## src/rtl/ps2_rx_pkg.sv

```systemverilog
// Shared types and helpers for the multi-channel PS/2 device-to-host receiver.
package ps2_rx_pkg;

  typedef enum logic [1:0] {ST_IDLE, ST_DATA, ST_PARITY, ST_STOP} ps2_state_t;

  localparam int unsigned PS2_DATA_BITS = 8;

  // PS/2 frames carry odd parity over the eight data bits plus the parity bit.
  function automatic logic odd_parity_ok(input logic [PS2_DATA_BITS-1:0] data, input logic par);
    return ^{data, par};
  endfunction

endpackage

```

## src/rtl/ps2_rx_chan.sv

```systemverilog
// One PS/2 receive channel: synchroniser, glitch filter, frame decoder with
// inactivity timeout, FWFT byte FIFO and sticky error flags.
module ps2_rx_chan
  import ps2_rx_pkg::*;
#(
  parameter int unsigned FIFO_DEPTH  = 8,
  parameter int unsigned FILTER_LEN  = 8,
  parameter int unsigned TIMEOUT_CYC = 100000
) (
  input  logic                     i_clk,
  input  logic                     i_rst,
  input  logic                     i_ps2_clk,
  input  logic                     i_ps2_data,
  input  logic                     i_rd_en,
  input  logic                     i_err_clr,
  output logic [PS2_DATA_BITS-1:0] o_rd_data,
  output logic                     o_rd_valid,
  output logic                     o_parity_err,
  output logic                     o_frame_err,
  output logic                     o_overflow
);

  localparam int unsigned AW  = $clog2(FIFO_DEPTH);
  localparam int unsigned CW  = AW + 1;
  localparam int unsigned FCW = $clog2(FILTER_LEN + 1);
  localparam int unsigned TCW = $clog2(TIMEOUT_CYC + 1);

  logic [1:0]               r_clk_s, r_dat_s;
  logic                     r_clk_f, r_dat_f, r_clk_fd;
  logic [FCW-1:0]           r_clk_cnt, r_dat_cnt;
  ps2_state_t               r_state;
  logic [2:0]               r_bit_cnt;
  logic [PS2_DATA_BITS-1:0] r_shift;
  logic                     r_par;
  logic [TCW-1:0]           r_to_cnt;
  logic [PS2_DATA_BITS-1:0] r_mem [FIFO_DEPTH];
  logic [AW-1:0]            r_wr_ptr, r_rd_ptr;
  logic [CW-1:0]            r_count;
  logic                     r_parity_err, r_frame_err, r_overflow;

  logic w_fall, w_par_ok, w_stop_evt, w_push, w_timeout;
  logic w_par_set, w_frm_set, w_ovf_set, w_pop, w_full, w_wr;

  // Level only moves after FILTER_LEN consecutive disagreeing synced samples.
  always_ff @(posedge i_clk or posedge i_rst) begin
    if (i_rst) begin
      r_clk_s   <= 2'b11;
      r_dat_s   <= 2'b11;
      r_clk_f   <= 1'b1;
      r_dat_f   <= 1'b1;
      r_clk_fd  <= 1'b1;
      r_clk_cnt <= '0;
      r_dat_cnt <= '0;
    end else begin
      r_clk_s  <= {r_clk_s[0], i_ps2_clk};
      r_dat_s  <= {r_dat_s[0], i_ps2_data};
      r_clk_fd <= r_clk_f;
      if (r_clk_s[1] != r_clk_f) begin
        if (r_clk_cnt == FCW'(FILTER_LEN - 1)) begin
          r_clk_f   <= r_clk_s[1];
          r_clk_cnt <= '0;
        end else begin
          r_clk_cnt <= r_clk_cnt + FCW'(1);
        end
      end else begin
        r_clk_cnt <= '0;
      end
      if (r_dat_s[1] != r_dat_f) begin
        if (r_dat_cnt == FCW'(FILTER_LEN - 1)) begin
          r_dat_f   <= r_dat_s[1];
          r_dat_cnt <= '0;
        end else begin
          r_dat_cnt <= r_dat_cnt + FCW'(1);
        end
      end else begin
        r_dat_cnt <= '0;
      end
    end
  end

  assign w_fall     = r_clk_fd & ~r_clk_f;
  assign w_par_ok   = odd_parity_ok(r_shift, r_par);
  assign w_stop_evt = w_fall && (r_state == ST_STOP);
  assign w_push     = w_stop_evt && r_dat_f && w_par_ok;
  assign w_timeout  = !w_fall && (r_state != ST_IDLE) && (r_to_cnt == TCW'(TIMEOUT_CYC - 1));
  assign w_par_set  = w_stop_evt && !w_par_ok;
  assign w_frm_set  = (w_stop_evt && !r_dat_f) || w_timeout;
  assign w_pop      = i_rd_en && (r_count != '0);
  assign w_full     = (r_count == CW'(FIFO_DEPTH));
  // A pop frees the slot the push lands in, so full+push+pop is not an overflow.
  assign w_wr       = w_push && (!w_full || w_pop);
  assign w_ovf_set  = w_push && w_full && !w_pop;

  // Frame decoder; the timeout returns to IDLE and drops the partial byte.
  always_ff @(posedge i_clk or posedge i_rst) begin
    if (i_rst) begin
      r_state   <= ST_IDLE;
      r_bit_cnt <= '0;
      r_shift   <= '0;
      r_par     <= 1'b0;
      r_to_cnt  <= '0;
    end else begin
      if (w_fall || (r_state == ST_IDLE)) r_to_cnt <= '0;
      else if (!w_timeout)                r_to_cnt <= r_to_cnt + TCW'(1);

      if (w_timeout) begin
        r_state <= ST_IDLE;
      end else if (w_fall) begin
        case (r_state)
          ST_IDLE: begin
            if (!r_dat_f) begin
              r_state   <= ST_DATA;
              r_bit_cnt <= '0;
            end
          end
          ST_DATA: begin
            r_shift <= {r_dat_f, r_shift[PS2_DATA_BITS-1:1]};
            if (r_bit_cnt == 3'd7) r_state <= ST_PARITY;
            else                   r_bit_cnt <= r_bit_cnt + 3'd1;
          end
          ST_PARITY: begin
            r_par   <= r_dat_f;
            r_state <= ST_STOP;
          end
          default: r_state <= ST_IDLE;
        endcase
      end
    end
  end

  always_ff @(posedge i_clk) begin
    if (w_wr) r_mem[r_wr_ptr] <= r_shift;
  end

  // Pointers wrap naturally since FIFO_DEPTH is a power of two; clear beats set on flags.
  always_ff @(posedge i_clk or posedge i_rst) begin
    if (i_rst) begin
      r_wr_ptr     <= '0;
      r_rd_ptr     <= '0;
      r_count      <= '0;
      r_parity_err <= 1'b0;
      r_frame_err  <= 1'b0;
      r_overflow   <= 1'b0;
    end else begin
      if (w_wr)  r_wr_ptr <= r_wr_ptr + AW'(1);
      if (w_pop) r_rd_ptr <= r_rd_ptr + AW'(1);
      case ({w_wr, w_pop})
        2'b10:   r_count <= r_count + CW'(1);
        2'b01:   r_count <= r_count - CW'(1);
        default: r_count <= r_count;
      endcase
      if (i_err_clr)      r_parity_err <= 1'b0;
      else if (w_par_set) r_parity_err <= 1'b1;
      if (i_err_clr)      r_frame_err  <= 1'b0;
      else if (w_frm_set) r_frame_err  <= 1'b1;
      if (i_err_clr)      r_overflow   <= 1'b0;
      else if (w_ovf_set) r_overflow   <= 1'b1;
    end
  end

  assign o_rd_valid   = (r_count != '0);
  assign o_rd_data    = o_rd_valid ? r_mem[r_rd_ptr] : '0;
  assign o_parity_err = r_parity_err;
  assign o_frame_err  = r_frame_err;
  assign o_overflow   = r_overflow;

endmodule

```

## src/rtl/ps2_multi_rx.sv

```systemverilog
// Multi-channel PS/2 receiver: independent per-port receive channels side by side.
module ps2_multi_rx
  import ps2_rx_pkg::*;
#(
  parameter int unsigned CHANNELS    = 2,
  parameter int unsigned FIFO_DEPTH  = 8,
  parameter int unsigned FILTER_LEN  = 8,
  parameter int unsigned TIMEOUT_CYC = 100000
) (
  input  logic                                clk_sys,
  input  logic                                RESET,
  input  logic [CHANNELS-1:0]                 ps2_clk,
  input  logic [CHANNELS-1:0]                 ps2_data,
  input  logic [CHANNELS-1:0]                 rd_en,
  output logic [PS2_DATA_BITS*CHANNELS-1:0]   rd_data,
  output logic [CHANNELS-1:0]                 rd_valid,
  output logic [CHANNELS-1:0]                 parity_err,
  output logic [CHANNELS-1:0]                 frame_err,
  output logic [CHANNELS-1:0]                 overflow,
  input  logic [CHANNELS-1:0]                 err_clr
);

  for (genvar g = 0; g < CHANNELS; g++) begin : g_chan
    ps2_rx_chan #(
      .FIFO_DEPTH  (FIFO_DEPTH),
      .FILTER_LEN  (FILTER_LEN),
      .TIMEOUT_CYC (TIMEOUT_CYC)
    ) u_chan (
      .i_clk        (clk_sys),
      .i_rst        (RESET),
      .i_ps2_clk    (ps2_clk[g]),
      .i_ps2_data   (ps2_data[g]),
      .i_rd_en      (rd_en[g]),
      .i_err_clr    (err_clr[g]),
      .o_rd_data    (rd_data[g*PS2_DATA_BITS +: PS2_DATA_BITS]),
      .o_rd_valid   (rd_valid[g]),
      .o_parity_err (parity_err[g]),
      .o_frame_err  (frame_err[g]),
      .o_overflow   (overflow[g])
    );
  end

endmodule
```

## config.mk

```make
export PLATFORM = sky130hd
export DESIGN_NAME = ps2_multi_rx
export DESIGN_NICKNAME = d
export VERILOG_FILES = /design/src/rtl/ps2_rx_pkg.sv /design/src/rtl/ps2_rx_chan.sv /design/src/rtl/ps2_multi_rx.sv
export SDC_FILE = /design/constraint.sdc
export NUM_CORES = 1
export LEC_CHECK = 0
export CAP_MARGIN = 15
export CORE_ASPECT_RATIO = 0.6
export CORE_MARGIN = 4
export CORE_UTILIZATION = 63
export DETAILED_ROUTE_END_ITERATION = 7
export PLACE_DENSITY = 0.81
export SLEW_MARGIN = 10
export SYNTH_ARGS = -nofsm -noshare
export SYNTH_HDL_FRONTEND = slang
export SYNTH_SLANG_ARGS = --single-unit
```

## constraint.sdc

```tcl
create_clock -name clk_sys -period 7 [get_ports clk_sys]
set_input_delay 1.05 -clock clk_sys [delete_from_list [all_inputs] [get_ports clk_sys]]
set_output_delay 1.05 -clock clk_sys [all_outputs]
set_load 0.005 [all_outputs]
```

* Word level (Yosys, flattened, before mapping) *
Memory sizes are Yosys's and may differ from the RTL's.
Index checks and enable logic that the tools add are counted.

word-level totals
  logic and storage cells = 212
  bits in writable memories = 128
  bits in registers = 118
  memories = 2

operators by class
  equality and inequality tests = 34
  reduce and logical (&&, ||, !) cells = 70
  add/sub/neg operators = 16
  bitwise gates (word level) = 6
  multiplexer cells = 48

memory list
  name                    words  bits a word  rd ports  clocked after Yosys merged registers in  write ports  RTL line           text
  g_chan[0].u_chan.r_mem  8      8            1         0                                        1            ps2_rx_chan.sv:36  logic [PS2_DATA_BITS-1:0] r_mem [FIFO_DEPTH];
  g_chan[1].u_chan.r_mem  8      8            1         0                                        1            ps2_rx_chan.sv:36

operator list
  kind                                                                   count
  17-bit 2-to-1 mux                                                      4
  17-bit by 1-bit adder with 17-bit output, second input constant        2
  17-bit equality test, second input constant                            2
  4-bit 2-to-1 mux                                                       8
  2-bit nonzero test                                                     14
  4-bit by 1-bit adder with 4-bit output, second input constant          6
  1-bit logical AND                                                      22
  3-bit by 1-bit adder with 3-bit output, second input constant          6
  3-bit AND reduction                                                    6
  9-bit XOR reduction                                                    2
  4-bit by 3-bit equality test with 1-bit output, second input constant  4
  1-bit 2-to-1 mux                                                       16
  2-bit 2-to-1 mux                                                       8
  8-bit 2-to-1 mux                                                       2
  4-bit case mux with 2 select lines                                     2
  2-bit equality test, second input constant                             6
  3-bit 2-to-1 mux                                                       4
  2-bit inequality test, second input constant                           6
  2-bit case mux with 3 select lines                                     2
  3-bit case mux with 2 select lines                                     2
  1-bit zero test                                                        10
  5-bit AND reduction                                                    2
  2-bit by 1-bit equality test with 1-bit output, second input constant  4
  4-bit equality test, second input constant                             2
  other kinds (11)                                                       32

* Longest topological paths before layout *
Gate-level depths: netlist (run 1).

  word-level depth = 9
  gate-level depth with buffers = 12

* Cells and area by module *
A second synthesis (run 1) with hierarchy kept.

unflattened totals
  cells, all modules = 763
  area, all modules = 10775.3 µm²

by module, submodules not included
  module                          cells each  area each (µm²)  sequential area each (µm²)  times used
  ps2_rx_chan (g_chan[0].u_chan)  381         5398.9           3407.0                      1
  ps2_rx_chan (g_chan[1].u_chan)  382         5376.4           3407.0                      1

* Worst setup path before layout (run 1) *
OpenSTA, ideal clock, no wires.

  path type = in2reg
  start = input port rd_en[1]
  end = register g_chan[1].u_chan.r_count[2]
  data required time = 6875 ps
  path buffers = 0
  library setup time = 125 ps
  arrival = 2779 ps
  path slack = 4096 ps
  stages on the path = 10
  path through = nand2b_1 -> o211a_1 -> mux2i_1 -> ha_1 -> xor2_1 -> ha_1 -> a21oi_1 -> xor2_1 -> nor2_1 -> xor2_1

between the ends
  longest elaborated chain between the ends = 5

ends and longest elaborated chain
  element                                                                                RTL line            text
  from (decl)                                                                            ps2_multi_rx.sv:14  input logic [CHANNELS-1:0] rd_en,
  1-bit logical AND *                                                                    ps2_rx_chan.sv:88   assign w_pop = i_rd_en && (r_count != '0);
  1-bit logical OR                                                                       ps2_rx_chan.sv:91   assign w_wr = w_push && (!w_full || w_pop);
  1-bit logical AND                                                                      ps2_rx_chan.sv:91
  2-bit by 1-bit equality test with 1-bit output or 2-bit equality test (tied branches)  ps2_rx_chan.sv:147  case ({w_wr, w_pop})
  4-bit case mux with 2 select lines or 2-bit nonzero test (tied branches)               -
  to (signal assigned)                                                                   ps2_rx_chan.sv:148  2'b10: r_count <= r_count + CW'(1);
  to (signal assigned)                                                                   ps2_rx_chan.sv:149  2'b01: r_count <= r_count - CW'(1);
  to (signal assigned)                                                                   ps2_rx_chan.sv:150  default: r_count <= r_count;
  to (decl)                                                                              ps2_rx_chan.sv:38   logic [CW-1:0] r_count;

Mark *: on every way between the ends. The rest lies on a longest branch, timed or not.
A chain may end at the register's enable or synchronous reset.

* Worst setup path after layout (run 1) *
  start = register g_chan[0].u_chan.r_rd_ptr[0]
  end = output port rd_data[3]

between the ends
  longest elaborated chain between the ends = 2

ends and longest elaborated chain
  element                 RTL line            text
  from (decl)             ps2_rx_chan.sv:37   logic [AW-1:0] r_wr_ptr, r_rd_ptr;
  from (signal assigned)  ps2_rx_chan.sv:146  if (w_pop) r_rd_ptr <= r_rd_ptr + AW'(1);
  memory 8 x 8 bit        -
  8-bit 2-to-1 mux        ps2_rx_chan.sv:162  assign o_rd_data = o_rd_valid ? r_mem[r_rd_ptr] : '0;
  to (decl)               ps2_multi_rx.sv:15  output logic [PS2_DATA_BITS*CHANNELS-1:0] rd_data,

No other way between the ends.

==> results of run 1 <==
## synthesized netlist by cell type (21+ instances only)
master	instances	share of area, %
sky130_fd_sc_hd__a21oi_1	21	0.97
sky130_fd_sc_hd__mux2_2	22	2.3
sky130_fd_sc_hd__dfrtp_1	104	24
sky130_fd_sc_hd__inv_1	22	0.76
sky130_fd_sc_hd__mux2i_1	21	1.9
sky130_fd_sc_hd__mux4_2	32	6.7
sky130_fd_sc_hd__nor3_1	22	1.0
sky130_fd_sc_hd__ha_1	30	3.5
sky130_fd_sc_hd__edfxtp_1	128	36
sky130_fd_sc_hd__nor2_1	82	2.8
sky130_fd_sc_hd__nand2_1	39	1.4
sky130_fd_sc_hd__xnor2_1	40	3.2
## worst reg2reg max path, delay by kind of cell, from the launching register on
kind                       cells  cell delay [ns]
AOI/OAI and AO/OA              1             0.15
xor gates and xnor gates       3             0.51
adders and majority gates      2             0.58
DFF                            1             0.46
and+or+nand+nor                4             1.55
## path summary, 6_finish.rpt
| path | start | slack [ns] | depth (start not counted) | endpoint |
|---|---|---|---|---|
| worst max-delay path | g_chan[0].u_chan.r_rd_ptr[0]$_DFFE_PP0P_ | 3.23 | 5 | rd_data[3] |
| worst min register to register | g_chan[0].u_chan.r_dat_s[0]$_DFF_PP1_ | 0.36 | 0 | g_chan[0].u_chan.r_dat_s[1]$_DFF_PP1_ |
| min in group asynchronous | RESET | 0.96 | 2 | g_chan[0].u_chan.r_to_cnt[7]$_DFFE_PP0P_ |
| worst max register to register | g_chan[1].u_chan.r_count[0]$_DFFE_PP0P_ | 3.63 | 10 | g_chan[1].u_chan.r_count[2]$_DFFE_PP0P_ |
| max in group asynchronous | RESET | 4.64 | 3 | g_chan[1].u_chan.r_to_cnt[13]$_DFFE_PP0P_ |
| worst min-delay path | g_chan[0].u_chan.r_dat_s[0]$_DFF_PP1_ | 0.36 | 0 | g_chan[0].u_chan.r_dat_s[1]$_DFF_PP1_ |
## area by class of cell
type | count | area [um^2] | area share (%)
tap | 228 | 285 | 2.36
inverter | 23 | 88.8 | 0.735
sequential | 246 | 6810 | 56.3
timing repair buffer | 41 | 410 | 3.39
clock inverter | 15 | 133 | 1.10
clock buffer | 25 | 603 | 4.99
multi-input combinational | 461 | 3760 | 31.1
## kinds of logic after synthesis
group           count (synthesis)  share of synthesized area (%)
fa+ha+maj                      31                           3.66
buf+inv                        53                           2.14
compound gates                 66                           3.81
mux                            77                           11.3
flops                         246                           63.1
simple gates                  224                           10.2
xor+xnor                       63                           5.84
## flip-flops by register name, summed over array words and instances (netlist names), 4 cells and up
register	cells
g_chan.u_chan.r_shift	16
g_chan.u_chan.r_mem	128
g_chan.u_chan.r_dat_cnt	8
g_chan.u_chan.r_rd_ptr	6
g_chan.u_chan.r_wr_ptr	6
g_chan.u_chan.r_clk_s	4
g_chan.u_chan.r_state	4
g_chan.u_chan.r_dat_s	4
g_chan.u_chan.r_count	8
g_chan.u_chan.r_to_cnt	34
g_chan.u_chan.r_bit_cnt	6
g_chan.u_chan.r_clk_cnt	8
## placed cells by master (no fill, tap or decap), types with 3 or more instances in the layout
cell                              count
sky130_fd_sc_hd__dfstp_2             14
sky130_fd_sc_hd__nand2_1             39
sky130_fd_sc_hd__mux2_2              22
sky130_fd_sc_hd__buf_4                3
sky130_fd_sc_hd__nand3_1             20
sky130_fd_sc_hd__nor4_1               5
sky130_fd_sc_hd__mux4_2              32
sky130_fd_sc_hd__or2_2                3
sky130_fd_sc_hd__a211oi_1             3
sky130_fd_sc_hd__nor2b_1              9
sky130_fd_sc_hd__xor2_1              17
sky130_fd_sc_hd__xnor3_1              3
sky130_fd_sc_hd__clkdlybuf4s50_1     33
sky130_fd_sc_hd__nand3b_1             3
sky130_fd_sc_hd__nand2b_1             7
sky130_fd_sc_hd__dfrtp_1            104
sky130_fd_sc_hd__a31oi_1              6
sky130_fd_sc_hd__clkinv_1             4
sky130_fd_sc_hd__edfxtp_1           128
sky130_fd_sc_hd__clkinv_2             5
sky130_fd_sc_hd__a21oi_1             21
sky130_fd_sc_hd__ha_1                30
sky130_fd_sc_hd__and3_1               4
sky130_fd_sc_hd__nand4_1              4
sky130_fd_sc_hd__and4_1               5
sky130_fd_sc_hd__nor3_1              21
sky130_fd_sc_hd__o21ai_0             17
sky130_fd_sc_hd__a22o_1               8
sky130_fd_sc_hd__and2_1               3
sky130_fd_sc_hd__xnor2_1             40
sky130_fd_sc_hd__clkbuf_16           23
sky130_fd_sc_hd__or3_1                6
sky130_fd_sc_hd__mux2i_1             21
sky130_fd_sc_hd__nor2_1              82
sky130_fd_sc_hd__inv_1               21
## power by group through the flow
stage | registers (mW) | clock network [mW] | logic, mW
floorplan | 1.78 | 0 | 0.741
global placement | 1.93 | 0 | 0.804
detailed placement | 1.95 | 0 | 0.856
CTS | 1.93 | 1.24 | 0.877
global route | 1.92 | 1.31 | 1.03
finish | 1.89 | 1.22 | 0.934
## layer usage
layer  vias up  track usage [%]  share of wire (%)
met3        36             4.33                6.5
met1      3199             34.4                 46
li1       2842                -                  -
met4         0             4.64                1.5
met2       200             35.7                 46
met5         -                0                  0
## metrics by stage
| step | hold WS [ns] | utilization [%] | setup slack [ns] |
|---|---|---|---|
| after floorplan | 0.345 | - | 2.84 |
| after global placement | 0.346 | 68.3 | 3.38 |
| after detailed placement | 0.347 | 68.3 | 3.21 |
| after CTS | 0.357 | 72.8 | 2.91 |
| after global routing | 0.364 | 73.2 | 3.04 |
| final | 0.356 | 73.2 | 3.23 |
==> impl_metrics.json, run 1 <==
{
  "power.leakage_nw": 4.71,
  "first_pass_iters": 7,
  "vias_per_cell": 6.04,
  "worstSetupPathType": "flop to output pin",
  "overall_routed_net_length_mm": 21.0,
  "synthCells": 760,
  "dp_hpwl_mm": 13.8,
  "fin_crit_period_ns": 3.77,
  "antenna_violating_nets_post_route": 0,
  "die_height_um": 109,
  "yosys_register_bits": 246,
  "buffer_ports.inserted": 33,
  "clock_tree_from_tritoncts": "yes",
  "cellPowerDensity_nw_per_um2": 335,
  "first_global_vias": 6470,
  "timing.final.hold_violations": 0,
  "final-instance-count-excl-fill": 1039,
  "wire_per_inst_um": 20.2,
  "cap_viol_max_count": 0,
  "finalInstanceArea_um2": 12100,
  "cpPeakStageDelay_ns": 0.69,
  "post_route_fraction_of_the_period_consumed_by_the_critical_path_pct": 53.8,
  "rows": 36,
  "p_int_mw": 2.85,
  "critical_path_required_ns": 5.95,
  "initial_core_util_pct": 65.3,
  "worstSetupEndpointType": "output pin",
  "cts.root.buffer_cell": "sky130_fd_sc_hd__clkbuf_16",
  "synth_enable_flop_cells": 128,
  "floorplan.die_area_um2": 19400,
  "async_reset_ff_share_pct": 48.0,
  "cp_max_fo": 10,
  "core-area_um2": 16500,
  "cts.hold.buffers_added": 0,
  "maxClockFrequency_ghz": 0.265,
  "grt_overflow_total": 0,
  "clockBufferDepth": 3,
  "final.setup.tns_ns": 0,
  "hold_removal_path_class": "flop to flop",
  "die_width_um": 177,
  "report.final.slew_viol_count": 0,
  "fin_total_pwr_mw": 4.05,
  "gp_routability_congestion": 0.773,
  "tightestPinTransition_ns": 1.18,
  "setup_repair_after_global_routing_missed_its_margin": "false",
  "maximum_number_of_pins_on_one_net_before_global_route_repair": 81,
  "ir_worst_vdd_uv": 183,
  "cts.reportedPaths.clkPinSlew_ns": 0.06,
  "status": "completed",
  "num-nets-final": 836,
  "synth.distinct_cells": 58,
  "yosys_warnings": 0,
  "yosys_most_used_dff": "sky130_fd_sc_hd__edfxtp_1",
  "dr_total_vias": 6277,
  "detail_route.drc_violations": 0,
  "wire_length_of_the_first_global_routing_pass_mm": 34.5,
  "power.switching_fraction_pct": 29.7,
  "placed_cell_area_um2": 11300,
  "grt_antenna_before_repair": 0,
  "timing.critical_path.slowest_stage_cell": "sky130_fd_sc_hd__dfrtp_1",
  "max_slew_margin_pct": 20.8,
  "postSynthNetCount": 801,
  "cts.repair.resized": 0,
  "clkLatencyLatePin_ns": 0.50,
  "power_frac_clock_pct": 30.2,
  "p_sw_mw": 1.20,
  "critPathBufInv": 2,
  "cts_inserted_buffers": 22,
  "synth_seq_area_share_pct": 63.1,
  "grt.total_usage_pct": 22.8,
  "cts.htree.levels": 1,
  "synthToLayoutAreaGrowth_pct": 12.0,
  "cpLargestDelayFamily": "multiplexers",
  "cts_num_sinks": 246,
  "cts_post_setup_buffers_inserted": 0,
  "io_pins": 34,
  "chain_of_cells_forming_the_critical_path": "buf_8 -> mux4_2 -> mux2i_1 -> nor2_1 -> clkdlybuf4s50_1",
  "syn_area_per_cell_um2": 14.2,
  "layout-drive-gt1-share_pct": 15.5,
  "drt_first_iter_violations": 610,
  "fill_cells": 1012,
  "antennaDiodeCount": 0,
  "place_inst": 994,
  "power.combinational.fraction_pct": 23.1,
  "share_seq_of_total_power_pct": 46.8,
  "synth.cell_area_um2": 10800,
  "clock_skew_ns": 0.00813,
  "worstSetupStartpointType": "flop",
  "finalSetupViolations": 0,
  "arrival_ns": 2.72
}
Power figures use the tool's default switching activity.
==> run 2, diff against run 1 <==
- CORE_UTILIZATION: 63 -> 55
- PLACE_DENSITY: 0.81 -> 0.75
- clock period: 7 -> 3.2 ns (I/O delays scaled with it)
==> impl_metrics.json, run 2 (synthesized netlist as in run 1, its figures left out) <==
{
  "clockBufferDepth": 3,
  "grtUsageMet3_pct": 3.26,
  "grt_overflow_total": 0,
  "layout-drive-gt1-share_pct": 16.6,
  "final-instance-count-excl-fill": 1095,
  "cp_max_fo": 18,
  "grt_busiest_layer": "met2",
  "status": "completed",
  "power.leakage_nw": 4.77,
  "vias_per_cell": 5.59,
  "die_width_um": 189,
  "cts_inserted_buffers": 23,
  "overall_routed_net_length_mm": 20.1,
  "cts.root.buffer_cell": "sky130_fd_sc_hd__clkbuf_16",
  "final.setup.tns_ns": 0,
  "io_pins": 34,
  "maxClockFrequency_ghz": 0.326,
  "global_route.usage.met2_pct": 30.0,
  "hold-worst-slack_ns": 0.337,
  "cpPeakStageDelay_ns": 0.84,
  "core-area_um2": 19100,
  "drt_first_iter_violations": 448,
  "cts.hold.buffers_added": 0,
  "worstSetupStartpointType": "flop",
  "antennaDiodeCount": 0,
  "cap_viol_max_count": 0,
  "grtUsageMet1_pct": 28.1,
  "report.final.slew_viol_count": 0,
  "rr_startpoint": "g_chan[0].u_chan.r_shift[7]$_DFFE_PP0P_",
  "clock_tree_from_tritoncts": "yes",
  "setup_repair_after_global_routing_missed_its_margin": "false",
  "detail_route.drc_violations": 0,
  "hold_removal_path_class": "flop to flop",
  "synthToLayoutAreaGrowth_pct": 13.2,
  "antenna_violating_nets_post_route": 0,
  "grt_antenna_before_repair": 0,
  "timing.critical_path.slowest_stage_cell": "sky130_fd_sc_hd__dfrtp_1",
  "reg2reg_to": "g_chan[0].u_chan.r_count[3]$_DFFE_PP0P_",
  "layout.cells.most_common": "sky130_fd_sc_hd__edfxtp_1",
  "clkLatencyLatePin_ns": 0.52,
  "ir_worst_vdd_uv": 382,
  "ff2ff_setup_slack_ns": 0.35,
  "wire_per_inst_um": 18.4,
  "wire_length_of_the_first_global_routing_pass_mm": 33.0,
  "crit_end": "rd_data[12]",
  "clock_skew_ns": 0.0213,
  "cts_post_setup_buffers_inserted": 0,
  "worst-r2r-cell-count": 11,
  "first_global_vias": 6297,
  "num-nets-final": 853,
  "gp_routability_congestion": 0.840,
  "first_pass_iters": 5,
  "finalSetupViolations": 0,
  "die_height_um": 117,
  "cellPowerDensity_nw_per_um2": 711,
  "cpLargestDelayFamily": "flip-flops",
  "largest_registers": "g_chan.u_chan.r_mem x128, g_chan.u_chan.r_to_cnt x34, g_chan.u_chan.r_shift x16",
  "rows": 39,
  "layout.cells.most_common_list": "sky130_fd_sc_hd__edfxtp_1, sky130_fd_sc_hd__dfrtp_1, sky130_fd_sc_hd__nor2_1",
  "cts.reportedPaths.clkPinSlew_ns": 0.06,
  "dr_total_vias": 6117,
  "buffer_ports.inserted": 33,
  "fill_cells": 1383,
  "critical_path_required_ns": 2.72,
  "arrival_ns": 2.59,
  "top_register": "g_chan.u_chan.r_mem",
  "worstSetupPathType": "flop to output pin",
  "floorplan.die_area_um2": 22000,
  "max_reg_flops": 128,
  "timing.final.hold_violations": 0,
  "tightestPinTransition_ns": 0.821,
  "chain_of_cells_forming_the_critical_path": "mux4_2 -> mux2i_1 -> nor2_1 -> clkdlybuf4s50_1",
  "cp_num_cells": 4,
  "post_route_fraction_of_the_period_consumed_by_the_critical_path_pct": 95.9,
  "place_inst": 1053,
  "maximum_number_of_pins_on_one_net_before_global_route_repair": 119,
  "cts.htree.levels": 1,
  "dp_hpwl_mm": 13.6,
  "fin_total_pwr_mw": 8.69,
  "worstSetupEndpointType": "output pin",
  "timing.critical_path.from": "g_chan[1].u_chan.r_rd_ptr[1]$_DFFE_PP0P_",
  "grt.total_usage_pct": 18.8,
  "critPathBufInv": 1,
  "max_slew_margin_pct": 44.8,
  "cts_num_sinks": 246,
  "initial_core_util_pct": 56.5,
  "fin_crit_period_ns": 3.07
}
-- run 2: changes by cell type in the layout (fill, tap and decap cells not counted), moves of 2 or more --
cell / previous run / this run
sky130_fd_sc_hd__buf_4: 3 / 23
sky130_fd_sc_hd__bufinv_16: 2 / 0
sky130_fd_sc_hd__clkbuf_1: 0 / 10
sky130_fd_sc_hd__clkbuf_2: 2 / 0
sky130_fd_sc_hd__clkbuf_8: 2 / 4
sky130_fd_sc_hd__clkinv_1: 4 / 0
-- run 2: layout make-up --
cell class | instances | area (um^2) | area share (%)
multi-input cells | 461 | 3750 | 30.7
clock buffers | 37 | 668 | 5.47
well taps | 266 | 333 | 2.72
inverters | 23 | 90.1 | 0.737
repair buffers | 57 | 523 | 4.28
flip-flops and latches | 246 | 6820 | 55.8
clock inverters | 5 | 40.0 | 0.328
-- run 2: stage by stage --
step	utilization, %	cell area [um^2]	worst slack [ns]
floorplan	-	10800	0.531
global placement	60.2	11500	0.393
detailed placement	60.2	11500	0.315
CTS	63.9	12200	0.0891
global route	63.9	12200	0.0261
finish	63.9	12200	0.131
-- run 2: where the power goes --
group	switching (mW)	internal [mW]
Sequential	0.454	3.63
Combinational	0.979	1.06
Clock	1.13	1.44
Total	2.57	6.13
-- run 2: routing by layer --
metal | part of all wire (%) | vias to the layer above | wire [um]
li1 | - | 2882 | -
met4 | 1.3 | 0 | 271
met2 | 47 | 114 | 9450
met1 | 47 | 3101 | 9540
met5 | 0 | - | 0
met3 | 4.2 | 20 | 849
-- run 2: how the worst min path moves through the flow --
stage               depth (start not counted)                                  start                                     to  slack (ns)
floorplan                                   0  g_chan[0].u_chan.r_clk_s[0]$_DFF_PP1_  g_chan[0].u_chan.r_clk_s[1]$_DFF_PP1_        0.35
global placement                            0  g_chan[1].u_chan.r_clk_s[0]$_DFF_PP1_  g_chan[1].u_chan.r_clk_s[1]$_DFF_PP1_        0.35
detailed placement                          0  g_chan[1].u_chan.r_clk_s[0]$_DFF_PP1_  g_chan[1].u_chan.r_clk_s[1]$_DFF_PP1_        0.35
CTS                                         0  g_chan[0].u_chan.r_clk_s[0]$_DFF_PP1_  g_chan[0].u_chan.r_clk_s[1]$_DFF_PP1_        0.35
global route                                0  g_chan[0].u_chan.r_clk_s[0]$_DFF_PP1_  g_chan[0].u_chan.r_clk_s[1]$_DFF_PP1_        0.34
finish                                      0  g_chan[0].u_chan.r_clk_s[0]$_DFF_PP1_  g_chan[0].u_chan.r_clk_s[1]$_DFF_PP1_        0.34
-- run 2: timing repair --
| action | in CTS | in global routing |
|---|---|---|
| endpoints found under the setup margin | 1 | 0 |
| resized for setup | 1 | 0 |
| hold endpoints to repair | 0 | 0 |
==> run 3, diff against run 2 <==
- ABC_AREA: not set -> 0
- ABC_CLOCK_PERIOD_IN_PS: not set -> 3200
- CTS_CLUSTER_DIAMETER: not set -> 200
==> results of run 3 <==
The final DEF is identical to that of run 2; final timing and power are the same.
